===== src/rtl/shim_spi_sts_sync.sv =====
// Status receiver for the SPI->AXI toggle handshake: captures the held
// word, returns the ack toggle, tracks sticky bits, updates and staleness.
module shim_spi_sts_sync #(
  parameter int               WIDTH        = 32,
  parameter int               SYNC_DEPTH   = 2,
  parameter logic [WIDTH-1:0] DOUT_DEFAULT = '0,
  parameter logic [WIDTH-1:0] STICKY_MASK  = '0,
  parameter int               STALE_CYCLES = 1000000
) (
  input  logic             aclk,
  input  logic             aresetn,
  input  logic             req_tgl,
  input  logic [WIDTH-1:0] din,
  output logic             ack_tgl,
  output logic [WIDTH-1:0] dout,
  output logic             dout_valid,
  input  logic             sticky_clr,
  output logic [WIDTH-1:0] sticky_flags,
  output logic [15:0]      update_count,
  output logic             stale
);

  localparam int SW =
    (STALE_CYCLES < 1) ? 1 : $clog2(STALE_CYCLES + 1);
  localparam logic [SW-1:0] AGE_MAX = SW'(STALE_CYCLES);

  typedef enum logic {
    IDLE,
    SETTLE
  } state_t;

  if (SYNC_DEPTH < 2) begin : g_bad_depth
    $error("SYNC_DEPTH must be at least 2");
  end

  logic [SYNC_DEPTH-1:0] sync_q;
  logic                  req_sync;
  state_t                state_q;
  state_t                state_d;
  logic                  capture;
  logic                  ack_q;
  logic [WIDTH-1:0]      dout_q;
  logic                  valid_q;
  logic [WIDTH-1:0]      sticky_q;
  logic [WIDTH-1:0]      sticky_d;
  logic [15:0]           upd_q;
  logic [SW-1:0]         age_q;
  logic                  stale_q;

  always_ff @(posedge aclk or negedge aresetn) begin
    if (!aresetn) begin
      sync_q <= '0;
    end else begin
      sync_q <= {sync_q[SYNC_DEPTH-2:0], req_tgl};
    end
  end

  assign req_sync = sync_q[SYNC_DEPTH-1];

  always_ff @(posedge aclk or negedge aresetn) begin
    if (!aresetn) begin
      state_q <= IDLE;
    end else begin
      state_q <= state_d;
    end
  end

  // SETTLE gives din one extra cycle before it is sampled.
  always_comb begin
    state_d = state_q;
    capture = 1'b0;
    unique case (state_q)
      IDLE: begin
        if (req_sync != ack_q) begin
          state_d = SETTLE;
        end
      end
      SETTLE: begin
        capture = 1'b1;
        state_d = IDLE;
      end
      default: begin
        state_d = IDLE;
      end
    endcase
  end

  always_ff @(posedge aclk or negedge aresetn) begin
    if (!aresetn) begin
      ack_q   <= 1'b0;
      dout_q  <= DOUT_DEFAULT;
      valid_q <= 1'b0;
      upd_q   <= '0;
    end else begin
      valid_q <= capture;
      if (capture) begin
        ack_q  <= req_sync;
        dout_q <= din;
        upd_q  <= upd_q + 16'd1;
      end
    end
  end

  // A capture in the same cycle as a clear still sets its bits.
  always_comb begin
    sticky_d = sticky_clr ? '0 : sticky_q;
    if (capture) begin
      sticky_d = sticky_d | (din & STICKY_MASK);
    end
  end

  always_ff @(posedge aclk or negedge aresetn) begin
    if (!aresetn) begin
      sticky_q <= '0;
    end else begin
      sticky_q <= sticky_d;
    end
  end

  always_ff @(posedge aclk or negedge aresetn) begin
    if (!aresetn) begin
      age_q   <= '0;
      stale_q <= 1'b0;
    end else begin
      if (capture) begin
        age_q <= '0;
      end else if (age_q != AGE_MAX) begin
        age_q <= age_q + 1'b1;
      end
      stale_q <= (age_q == AGE_MAX);
    end
  end

  assign ack_tgl      = ack_q;
  assign dout         = dout_q;
  assign dout_valid   = valid_q;
  assign sticky_flags = sticky_q;
  assign update_count = upd_q;
  assign stale        = stale_q;

endmodule

===== config.mk =====
export PLATFORM = sky130hd
export DESIGN_NAME = shim_spi_sts_sync
export DESIGN_NICKNAME = d
export VERILOG_FILES = /design/src/rtl/shim_spi_sts_sync.sv
export SDC_FILE = /design/constraint.sdc
export NUM_CORES = 1
export LEC_CHECK = 0
export CAP_MARGIN = 40
export CORE_UTILIZATION = 49
export DETAILED_ROUTE_END_ITERATION = 8
export GPL_TIMING_DRIVEN = 0
export PLACE_DENSITY = 0.93
export SLEW_MARGIN = 20
export SYNTH_ARGS = -nofsm -noshare
export SYNTH_HDL_FRONTEND = slang
export SYNTH_SLANG_ARGS = --single-unit

===== constraint.sdc =====
create_clock -name aclk -period 2.82 [get_ports aclk]
set_input_delay 0.564 -clock aclk [delete_from_list [all_inputs] [get_ports aclk]]
set_output_delay 0.564 -clock aclk [all_outputs]
set_load 0.02 [all_outputs]

==> summary.md <==
| Metric | Value |
|---|---|
| CTS resizes | 0 |
| CP Depth | 1 |
| Outcome | finished, final reports clean |
| CTS tree | built |
| Total Power | 4.23 mW |
| Pwr dens | approximately 900 mW/mm^2 |
| Post-Syn Area per Cell | between 10 and 15 um^2 |
| Critical Path Source Type | flip-flop |
| Buf/Inv on CP | 1 |
| Top delay family on crit path | buffers and inverters |
| Pin count of the biggest net entering global routing | 54 |
| Seq pwr share | 38.0% |
| Initial drt markers | roughly 100 |
| Synth area leaders | dfrtp_1 54%, mux2_2 11%, buf_4 7.0%, xnor2_1 5.6%, nand3_1 2.2% |
| Seq/Total Area, Yosys | 54.3% |
| Worst VDD drop | between 0.0007 and 0.0008 V |
| Relative max-transition margin | between 60% and 70% |
| Final nets | 452 |
| Slowest-stage cell, CP | clkdlybuf4s50_1 |
| Hold WC Path Type | in -> async |
| Post-synth EDFFs | 0 |
| Detailed Place HPWL | 4960 um |
| Max incr delay on CP | 640 ps |
| Ys Warns | 0 |
| Vias in the first global route | 2,424 |
| Final Max Slew Viols | 0 |
| Initial core utilization | 50.5% |
| Post-Syn Area | 0.00341 mm^2 |
| Unique masters post-synth | 32 |
| DR pass1 iterations | 5 |
| DIE HEIGHT | ~85 um |
| FF+latch count, synth | 74 |
| DIE WIDTH | 85.4 um |
| Most common cell in the synthesized netlist | dfrtp_1 |
| FF-to-FF path depth | 5 |
| Diode count | 0 |
| Clock Sinks | 74 |
| Worst-path cell chain | clkdlybuf4s50_1 |
| Ys async rst share | 100% |
| Crit path max fanout | 6 |
| Critical Path End Type | primary output |
| Post-synth top flop | dfrtp_1 |
| Final wirelength | 6870 um |
| Clk root buf | clkbuf_8 |
| DR WL/cell | between 10 and 15 um |
| Req. time, crit path | 2260 ps |
| Fmax | 0.499 GHz |
| Core ar. | slightly below 0.007 mm^2 |
| Worst EP arrival | 1440 ps |
| GRT Total Usage | 19.8% |
| Gate power share | 42.3% |
| Top cell type's share of synthesized area | between 50% and 60% |
| Period minus WS final | 2010 ps |
| Global-route wire length before repair | 11,100 um |
| Fin. Hold Viols | 0 |
| Slew at the pin closest to its max-slew limit | 564 ps |
| Port bufs | 85 |
| Fin crit share | approximately 71% |
| Maxcap violations | 0 |
| Cts hold-fix bufs | 0 |
| Switch Pwr | approximately 1.5 mW |
| Clock-pin slew on the worst setup and hold paths | around 80 ps |
| Clk pwr share | 19.7% |
| Internal | 2.74 mW |
| Area growth from synthesis to layout | 38.0% |
| RSZ-0062 raised after global routing | false |
| Initial antenna violation count | 0 |
| Sw frac | 35.2% |
| Kind of critical path | reg -> out |
| I/O Pins | 119 |
| Grt total ovfl | 0 |
| Final setup viols | 0 |
| FP Rows | 30 |
| Die area | around 0.0073 mm^2 |
| Synth cell count leaders | 74 x dfrtp_1, 34 x mux2_2, 32 x buf_4, 22 x xnor2_1, 18 x nor2_1 |
| Vias per Instance | 5.00 |
| H-tree depth | 3 |
| Post-Syn Instances | ~290 |
| Layout cells sized above 1 | 22.0% |
| Max clock buf depth | 2 |
| Pleak | 2.09 nW |
| Design area | approximately 0.0047 mm^2 |
| Vias | 2,488 |
| CTS Buf Count | 9 |
| Post-CTS Setup Bufs | 0 |
| Detail Route Antenna Nets | 0 |
| Post-DP Area | 0.00450 mm^2 |
| Largest area contributor in the netlist | dfrtp_1 |
| Clock latency on the worst-skew pair | 350 ps |
| RePlAce Congestion | 0.839 |
| Clock skew | roughly 13 ps |
| DRC errors left | 0 |
flip-flops by register name, summed over array words and instances, names as in the netlist:
| signal | cells |
|---|---|
| update_count | 16 |
| state_q | 1 |
| dout | 32 |
| sync_q | 2 |
| age_q | 20 |
| ack_tgl | 1 |
| dout_valid | 1 |
| stale | 1 |
cell families after synthesis:
logic type / synth area share [%]
mux: 11.7
buf+inv: 8.54
flops: 54.3
compound gates: 1.61
other cells: 0.110
fa+ha+maj: 1.10
simple gates: 15.3
xor+xnor: 7.44
power by group through the flow:
| stage | Clock (mW) | Combinational [mW] | Sequential [mW] |
|---|---|---|---|
| after floorplan | 0 | 0.632 | 1.96 |
| after global routing | 0.896 | 1.89 | 1.65 |
| after CTS | 0.846 | 1.81 | 1.60 |
| final | 0.832 | 1.79 | 1.61 |
| after global placement | 0 | 1.75 | 1.60 |
| after detailed placement | 0 | 1.79 | 1.62 |
routing by layer:
layer	vias up	part of all wire, %	track usage [%]
met5	-	0	0
met1	1198	41	23.6
met4	0	2.0	8.94
li1	1177	-	-
met2	102	49	32.6
met3	11	7.5	6.91
cell usage in the layout, fill, tap and decap left out, types with 2 or more instances in the layout:
| master | netlist | final |
|---|---|---|
| and3_1 | 4 | 4 |
| xnor2_1 | 22 | 22 |
| clkbuf_1 | 7 | 7 |
| inv_1 | 4 | 4 |
| nand4b_1 | 2 | 2 |
| buf_2 | 2 | 2 |
| nor2_1 | 18 | 18 |
| nor4_1 | 4 | 4 |
| nor4b_1 | 3 | 3 |
| buf_4 | 32 | 33 |
| nand4_4 | 2 | 2 |
| nor2b_1 | 2 | 2 |
| nand3_1 | 15 | 15 |
| o21ai_0 | 5 | 5 |
| nand2_1 | 11 | 11 |
| or3_1 | 2 | 2 |
| and4_1 | 3 | 3 |
| clkinv_2 | 0 | 2 |
| and2_1 | 2 | 2 |
| ha_1 | 3 | 3 |
| dfrtp_1 | 74 | 74 |
| nand4_1 | 7 | 7 |
| nor3_1 | 7 | 7 |
| conb_1 | 1 | 32 |
| mux2_2 | 34 | 34 |
| xor2_1 | 7 | 7 |
| clkbuf_8 | 0 | 10 |
| a21oi_1 | 6 | 6 |
| clkdlybuf4s50_1 | 0 | 84 |
through the flow:
stage	setup TNS, ps	cells	setup WS (ps)	hold WS [ps]	util, %
global route	0	498	749	109	69.7
global placement	-95410	481	-1290	338	66.3
detailed placement	0	482	1050	338	66.7
floorplan	0	316	1220	268	-
finish	0	498	815	102	69.7
CTS	0	498	804	104	69.7
cell type report:
class / instances / area (um^2)
fill: 472 / 2050
sequential: 74 / 1850
multi-input combinational: 197 / 1390
timing repair buffer: 86 / 876
buffer: 41 / 277
clock buffer: 10 / 138
tap: 80 / 100
clock inverter: 6 / 65.1
inverter: 4 / 15.0
final timing paths:
check	from	to	slack [ps]
max	update_count[3]$_DFFE_PN0P_	update_count[3]	810
max reg2reg	age_q[0]$_DFFE_PN0P_	age_q[18]$_DFFE_PN0P_	1010
min in group aclk	sync_q[0]$_DFF_PN0_	sync_q[1]$_DFF_PN0_	350
max in group asynchronous	aresetn	dout[28]$_DFFE_PN0P_	2180
min	aresetn	update_count[15]$_DFFE_PN0P_	100
min reg2reg	sync_q[0]$_DFF_PN0_	sync_q[1]$_DFF_PN0_	350
Note: power is estimated with default switching activity, not from simulation.
